$ cat src/rtl/mc_ctrl.sv
// Multi-cycle control FSM for the MIPS-subset core: sequences fetch, register
// file, ALU and data memory, and counts retired instructions.
module mc_ctrl #(
  parameter int RET_W = 32
) (
  input  logic             clk,
  input  logic             reset,
  input  logic [5:0]       opcode,
  input  logic [5:0]       funct,
  input  logic             zero,
  input  logic             mem_ready,
  output logic             pc_we,
  output logic             npc_sel,
  output logic             j,
  output logic             reg_we,
  output logic             reg_dst,
  output logic             alu_src,
  output logic [1:0]       ext_op,
  output logic [1:0]       alu_op,
  output logic             mem_re,
  output logic             mem_we,
  output logic             mem_to_reg,
  output logic             illegal,
  output logic             done,
  output logic [2:0]       state,
  output logic [RET_W-1:0] ret_cnt
);

  typedef enum logic [2:0] {
    S_IF  = 3'd0,
    S_ID  = 3'd1,
    S_EXE = 3'd2,
    S_MEM = 3'd3,
    S_WB  = 3'd4
  } state_t;

  localparam logic [1:0] ALU_ADD = 2'd0;
  localparam logic [1:0] ALU_SUB = 2'd1;
  localparam logic [1:0] ALU_OR  = 2'd2;
  localparam logic [1:0] EXT_ZERO = 2'd0;
  localparam logic [1:0] EXT_SIGN = 2'd1;
  localparam logic [1:0] EXT_LUI  = 2'd2;

  state_t           r_state;
  state_t           w_next;
  logic [5:0]       r_opQ;
  logic [5:0]       r_fnQ;
  logic [RET_W-1:0] r_retCnt;

  logic w_isR, w_isAddu, w_isSubu, w_isOri, w_isLui;
  logic w_isLw, w_isSw, w_isBeq, w_isJ, w_legal;

  logic       w_pcWe, w_npcSel, w_j, w_regWe, w_regDst, w_aluSrc;
  logic [1:0] w_extOp, w_aluOp;
  logic       w_memRe, w_memWe, w_memToReg, w_illegal, w_done;

  // Decode works only on the captured fields; the fetch unit's fields move once PC advances.
  assign w_isR    = (r_opQ == 6'b000000);
  assign w_isAddu = w_isR && (r_fnQ == 6'b100001);
  assign w_isSubu = w_isR && (r_fnQ == 6'b100011);
  assign w_isOri  = (r_opQ == 6'b001101);
  assign w_isLui  = (r_opQ == 6'b001111);
  assign w_isLw   = (r_opQ == 6'b100011);
  assign w_isSw   = (r_opQ == 6'b101011);
  assign w_isBeq  = (r_opQ == 6'b000100);
  assign w_isJ    = (r_opQ == 6'b000010);
  assign w_legal  = w_isAddu | w_isSubu | w_isOri | w_isLui |
                    w_isLw | w_isSw | w_isBeq | w_isJ;

  always_comb begin
    w_next     = S_IF;
    w_pcWe     = 1'b0;
    w_npcSel   = 1'b0;
    w_j        = 1'b0;
    w_regWe    = 1'b0;
    w_regDst   = 1'b0;
    w_aluSrc   = 1'b0;
    w_extOp    = EXT_ZERO;
    w_aluOp    = ALU_ADD;
    w_memRe    = 1'b0;
    w_memWe    = 1'b0;
    w_memToReg = 1'b0;
    w_illegal  = 1'b0;
    w_done     = 1'b0;
    case (r_state)
      S_IF: begin
        w_pcWe = 1'b1;
        w_next = S_ID;
      end
      S_ID: begin
        if (w_isJ) begin
          w_pcWe = 1'b1;
          w_j    = 1'b1;
          w_done = 1'b1;
        end else if (!w_legal) begin
          w_illegal = 1'b1;
        end else begin
          w_next = S_EXE;
        end
      end
      S_EXE: begin
        if (w_isAddu || w_isSubu) begin
          w_aluOp = w_isSubu ? ALU_SUB : ALU_ADD;
          w_next  = S_WB;
        end else if (w_isOri || w_isLui) begin
          w_aluSrc = 1'b1;
          w_extOp  = w_isLui ? EXT_LUI : EXT_ZERO;
          w_aluOp  = ALU_OR;
          w_next   = S_WB;
        end else if (w_isLw || w_isSw) begin
          w_aluSrc = 1'b1;
          w_extOp  = EXT_SIGN;
          w_next   = S_MEM;
        end else if (w_isBeq) begin
          w_aluOp  = ALU_SUB;
          w_npcSel = 1'b1;
          w_pcWe   = zero;
          w_done   = 1'b1;
        end
      end
      // The address stays driven for the whole memory wait.
      S_MEM: begin
        w_aluSrc = 1'b1;
        w_extOp  = EXT_SIGN;
        if (w_isLw) begin
          w_memRe = 1'b1;
          w_next  = mem_ready ? S_WB : S_MEM;
        end else if (w_isSw) begin
          w_memWe = 1'b1;
          w_done  = mem_ready;
          w_next  = mem_ready ? S_IF : S_MEM;
        end
      end
      S_WB: begin
        w_regWe = 1'b1;
        w_done  = 1'b1;
        if (w_isLw) begin
          w_memToReg = 1'b1;
        end else if (w_isAddu || w_isSubu) begin
          w_regDst = 1'b1;
          w_aluOp  = w_isSubu ? ALU_SUB : ALU_ADD;
        end else if (w_isOri || w_isLui) begin
          w_aluSrc = 1'b1;
          w_extOp  = w_isLui ? EXT_LUI : EXT_ZERO;
          w_aluOp  = ALU_OR;
        end
      end
      default: w_next = S_IF;
    endcase
  end

  always_ff @(posedge clk) begin
    if (reset) begin
      r_state  <= S_IF;
      r_opQ    <= 6'd0;
      r_fnQ    <= 6'd0;
      r_retCnt <= '0;
    end else begin
      r_state <= w_next;
      if (r_state == S_IF) begin
        r_opQ <= opcode;
        r_fnQ <= funct;
      end
      if (w_done) begin
        r_retCnt <= r_retCnt + {{(RET_W-1){1'b0}}, 1'b1};
      end
    end
  end

  // Reset silences every output so nothing downstream acts on a half-run instruction.
  assign pc_we      = w_pcWe     & ~reset;
  assign npc_sel    = w_npcSel   & ~reset;
  assign j          = w_j        & ~reset;
  assign reg_we     = w_regWe    & ~reset;
  assign reg_dst    = w_regDst   & ~reset;
  assign alu_src    = w_aluSrc   & ~reset;
  assign ext_op     = reset ? 2'd0 : w_extOp;
  assign alu_op     = reset ? 2'd0 : w_aluOp;
  assign mem_re     = w_memRe    & ~reset;
  assign mem_we     = w_memWe    & ~reset;
  assign mem_to_reg = w_memToReg & ~reset;
  assign illegal    = w_illegal  & ~reset;
  assign done       = w_done     & ~reset;
  assign state      = reset ? 3'd0 : r_state;
  assign ret_cnt    = reset ? '0 : r_retCnt;

endmodule

$ cat config.mk
export PLATFORM = sky130hd
export DESIGN_NAME = mc_ctrl
export DESIGN_NICKNAME = d
export VERILOG_FILES = /design/src/rtl/mc_ctrl.sv
export SDC_FILE = /design/constraint.sdc
export NUM_CORES = 1
export LEC_CHECK = 0
export ABC_CLOCK_PERIOD_IN_PS = 2800
export BUFFER_PORTS_ARGS = -buffer_cell sky130_fd_sc_hd__buf_2
export CAP_MARGIN = 40
export CORE_ASPECT_RATIO = 0.7
export CORE_MARGIN = 2
export CORE_UTILIZATION = 56
export CTS_BUF_LIST = sky130_fd_sc_hd__clkbuf_4 sky130_fd_sc_hd__clkbuf_8
export DETAILED_ROUTE_END_ITERATION = 8
export PLACE_DENSITY = 0.83
export SLEW_MARGIN = 30
export SYNTH_ARGS = -nofsm -noshare
export SYNTH_HDL_FRONTEND = slang
export SYNTH_SLANG_ARGS = --single-unit
$ cat constraint.sdc
create_clock -name clk -period 2.8 [get_ports clk]
set_input_delay 0 -clock clk [delete_from_list [all_inputs] [get_ports clk]]
set_output_delay 0 -clock clk [all_outputs]
set_load 0.005 [all_outputs]
---- After elaboration in Yosys (flattened, before gate mapping) ----
Index checks and enable logic that the tools add are counted.
storage, ports and cells
  flip-flop bits (word level) ............. 47
  input bits .............................. 16
  output and inout bits ................... 50
  logic and storage cells ................. 109
cells by class
  add/sub/neg operators ................... 1
  equal/unequal tests ..................... 12
  muxes and demuxes ....................... 66
  bitwise operators ....................... 19
  reductions and logical operators ........ 7
operators by type and width
  kind                                                              count
  1-bit two-way mux                                                 36
  2-bit two-way mux                                                 18
  32-bit by 1-bit adder with 32-bit output (second input constant)  1
  32-bit two-way mux                                                1
  6-bit == test (second input constant)                             4
  3-bit two-way mux                                                 5
  6-bit by 4-bit == test with 1-bit output (second input constant)  2
  3-bit one-hot mux with 4 select lines                             1
  1-bit AND                                                         11
  1-bit OR                                                          7
  3-bit by 2-bit == test with 1-bit output (second input constant)  2
  6-bit by 2-bit == test with 1-bit output (second input constant)  1
  6-bit by 3-bit == test with 1-bit output (second input constant)  1
  6-bit zero test                                                   1
  1-bit one-hot mux with 3 select lines                             2
  2-bit one-hot mux with 3 select lines                             1
  1-bit one-hot mux with 4 select lines                             1
  2-bit one-hot mux with 2 select lines                             1
  3-bit by 1-bit == test with 1-bit output (second input constant)  1
  3-bit == test (second input constant)                             1
  3-bit zero test                                                   1
  1-bit logical OR                                                  3
  1-bit logical AND                                                 2
  1-bit inverter                                                    1

---- Logic depth before layout (Yosys ltp) ----
  depth in word-level cells ............... 13
  depth in mapped cells ................... 7
  depth with buffers taken out ............ 6

---- Worst setup path after synthesis ----
No wires, ideal clock.
  path kind ............................... register -> register
  start ................................... register r_opQ[5]
  end ..................................... register r_retCnt[14]
  arrival time ............................ 1932 ps
  data required time ...................... 2677 ps
  path slack .............................. 745 ps
  stages on the path, launching flop included .. 7
  buffers on the path ..................... 1
  clock period less this slack ............ 2055 ps
  cell sequence ........................... dfxtp_1 nor4_4 a41oi_1 or3_1 buf_6 a2111oi_4 mux2_1
between the ends
  longest elaborated chain between the ends .. 6
RTL lines
  item                                                              line      RTL
  from (decl)                                                       46        logic [5:0] r_opQ;
  from (signal assigned)                                            161       r_opQ <= opcode;
  6-bit by 3-bit == test with 1-bit output (tied with other cells)  65        assign w_isBeq = (r_opQ == 6'b000100);
  1-bit two-way mux or 1-bit logical OR (tied branches)             114, 110
  1-bit two-way mux                                                 110       end else if (w_isLw || w_isSw) begin
  1-bit two-way mux                                                 105       end else if (w_isOri || w_isLui) begin
  1-bit two-way mux                                                 102       if (w_isAddu || w_isSubu) begin
  1-bit one-hot mux with 4 select lines (*)                         85        case (r_state)
  to (signal assigned)                                              165       r_retCnt <= r_retCnt + {{(RET_W-1){1'b0}}, 1'b1};
  to (decl)                                                         48        logic [RET_W-1:0] r_retCnt;
Mark *: on every way between the ends. The rest lies on a longest branch, timed or not.
A chain may end at the register's enable or synchronous reset.

---- Worst setup path after layout ----
  start ................................... register r_opQ[4]
  end ..................................... register r_retCnt[23]
The elaborated chain is that of the path after synthesis.

==> reports/qor.txt <==
Status: complete, no violations
Clock Skew: 9.31 ps
Row count: 21
Worst slew pin tran: 753 ps
Worst-Skew Late Latency: 300 ps
CP max FO: 16
Post-route ant nets: 0
Max-cap viol count: 0
Final Hold Fails: 0
Post-synthesis net count: 369
Initial DRC count: 210
CP arrival: 2670 ps
Reg power frac: 56.2%
DRT Pass-1 Iters: 5
Netlist area before placement: 0.00281 sq mm
Rel. slew slack: 49.8%
Clock Power Share: 34.1%
Number of synthesis warnings: 0
CTS root buffer: clkbuf_8
WHS: 28.6 ps
Slowest CP cell: or3_1
Final setup margin: 327 ps
Post-Route WL: 7.05 mm
Initial Util: 58.5%
Fmax: 404 MHz
H-tree depth reported by CTS: 2
Filler cell count: 399
Die H: 63.3 um
Clock transition at path regs: 100 ps
Vias/cell: 5.66
Sw Share: 26.3%
Slew Limit Fails: 0
Synth unique cells: 44
Final min period: 2470 ps
Clock Sinks: 47
Peak VDD IR: 297 uV
Crit path largest cell delay: 680 ps
Postcts setup bufs: 0
Reg2Reg Launch Point: r_opQ[4]
FF+latch area: 941 sq um
Hold crit path type: primary input to flop
Clock Path Buffers: 2
Power Internal: 925 uW
CTS Buf Count: 5
FF+latch count, synth: 47
Sequential share of the synthesized area: 33.5%
Worst Path Buf+Inv: 0
Top delay family on crit path: simple AND/OR/NAND/NOR gates
Dpl cells: 469
Min-delay src: mem_ready
Post-DP HPWL: 4.95 mm
Chain of cells forming the critical path: nor4_4, a41oi_1, or3_1, a211oi_1, mux2_2
Number of antenna violations at the first check in global routing: 0
Non-filler cells in the finished layout: 489
First-pass GRT wire length: 11.5 mm
Drt wl/cell: 14.4 um
Comb pwr share: 9.6%
Leakage power: 1.43 nW
Die W: 88.7 um
Synthesized area per cell: 7.99 sq um
Vias: 2770
# setup viols final: 0
TNS Setup: 0 ps
Util after Layout: 70.3%
Critical path type: flop to flop
Worst Setup End Kind: flop
Period utilisation layout: 88.3%
P_sw: 331 uW
Largest net degree at the start of global routing: 52
Layout Area Growth over Synthesis: 20.2%
Multi-input logic area: 0.00174 sq mm
Crit path from: r_opQ[4]
Count of port buffers added during placement: 65
Startpoint Class: flop
Diodes inserted: 0
Post-Syn Instances: 352
IO Count: 66
Worst Path Required: 3000 ps
RSZ-0062 raised after global routing: no
CTS tree: built
Core region area: 0.00481 sq mm
Placer Congestion: 0.922
GRT Overall Usage: 25.4%
PD cells: 372 mW/mm^2
Nets: 436
DRC viols: 0
Worst slack at placement: 328 ps
Area of the die: 0.00561 sq mm
GR Overflow Total: 0
Layout cells sized above 1: 27.4%
Vias in the first global route: 2489
==> cells in the final DEF (no fill, tap or decap), types with 2 or more instances in the layout <==
cell	instances
buf_2	65
nor2_1	50
dfxtp_1	47
nand2_1	38
a21oi_1	34
nor2b_1	33
mux2_2	25
nand3_1	18
dlygate4sd3_1	12
nor3_1	10
nand4_1	8
a211oi_1	8
inv_1	7
or3_1	5
clkbuf_8	5
nor4_1	4
mux2_1	4
a21boi_0	4
buf_4	4
and3_1	3
nand2b_1	2
nor4_4	2
a31oi_1	2
o21ai_0	2
a2111oi_2	2
o21ai_2	2
a2111oi_4	2
a21o_1	2
==> power groups by stage <==
stage	Sequential, mW	Clock, mW	Combinational [mW]
after global placement	0.719	0	0.103
final	0.706	0.428	0.121
after floorplan	0.710	0	0.0820
after global routing	0.710	0.464	0.136
after CTS	0.705	0.433	0.120
after detailed placement	0.721	0	0.107
==> synthesized netlist by cell type <==
master,count,area share (%)
a2111oi_2,2,1.1
a2111oi_4,2,2.0
a211oi_1,8,2.1
a21boi_0,4,1.1
a21boi_1,1,0.27
a21o_1,2,0.53
a21oi_1,34,6.0
a221oi_1,1,0.31
a31oi_1,2,0.44
a32oi_1,1,0.31
a41oi_1,1,0.31
and3_1,3,0.67
and3b_1,1,0.31
and4_1,1,0.31
and4b_1,1,0.36
buf_1,3,0.40
buf_2,2,0.36
buf_6,3,1.2
clkbuf_1,14,1.9
dfxtp_1,47,33
ha_1,1,0.44
inv_1,7,0.93
mux2_1,4,1.6
mux2_2,25,10
nand2_1,38,5.1
nand2b_1,2,0.44
nand3_1,18,3.2
nand4_1,8,1.8
nand4b_4,1,0.85
nor2_1,50,6.7
nor2b_1,33,7.3
nor3_1,10,1.8
nor3b_1,1,0.27
nor4_1,4,0.89
nor4_4,2,1.5
o21a_1,1,0.27
o21ai_0,2,0.36
o21ai_2,2,0.62
o21ba_2,1,0.36
o21bai_2,1,0.40
o31ai_1,1,0.27
or2_1,1,0.22
or2_2,1,0.22
or3_1,5,1.1
==> metal layers <==
layer,vias up,global-route usage [%],wire (um)
met1,1287,36.3,3250
met3,15,4.06,403
met5,-,0,0
met2,94,39.6,3300
met4,0,6.44,101
li1,1374,-,-
==> repair_timing <==
| item | 4_1_cts | 5_1_grt |
|---|---|---|
| hold buffers | 12 | 0 |
| gates resized for setup | 0 | 0 |
| endpoints found under the hold margin | 12 | 0 |
==> cell type report <==
type                    instances  share of cell area (%)
multi-input cells             276                    51.4
inverters                       7                   0.777
repair buffers                 82                    14.7
well taps                      69                    2.55
clock inverters                 2                   0.481
clock buffers                   6                    2.26
flip-flops and latches         47                    27.8
==> path summary, 6_finish.rpt <==
kind	end	depth (start not counted)	slack [ps]
hold / removal	r_state[2]	3	30
hold reg to reg	r_fnQ[5]	2	460
setup / recovery	r_retCnt[23]	5	330
setup reg to reg	r_retCnt[23]	5	330
==> flip-flops by register name, summed over array words and instances, names as in the netlist <==
register,cells
r_fnQ,6
r_opQ,6
r_retCnt,32
r_state,3
==> tightest hold or removal path, stage by stage <==
cell,delay [ps]
buf_2,110
a31oi_1,120
nor3_1,50
==> per-stage QoR <==
| stage | total power, mW | cell area, sq um |
|---|---|---|
| 4_1_cts | 1.26 | 3380 |
| 3_3_place_gp | 0.823 | 3170 |
| 6_report | 1.26 | 3380 |
| 5_1_grt | 1.31 | 3380 |
| 2_1_floorplan | 0.792 | 2810 |
| 3_5_place_dp | 0.828 | 3170 |
==> cell families after synthesis <==
kind of cell / after synthesis / synth area share [%]
muxes: 29 / 11.6
buffers and inverters: 29 / 4.76
adders and majority gates: 1 / 0.445
and+or+nand+nor: 180 / 33.0
DFF: 47 / 33.5
AOI/OAI and AO/OA: 66 / 16.7
No activity file was read; power rests on OpenSTA's default activity.
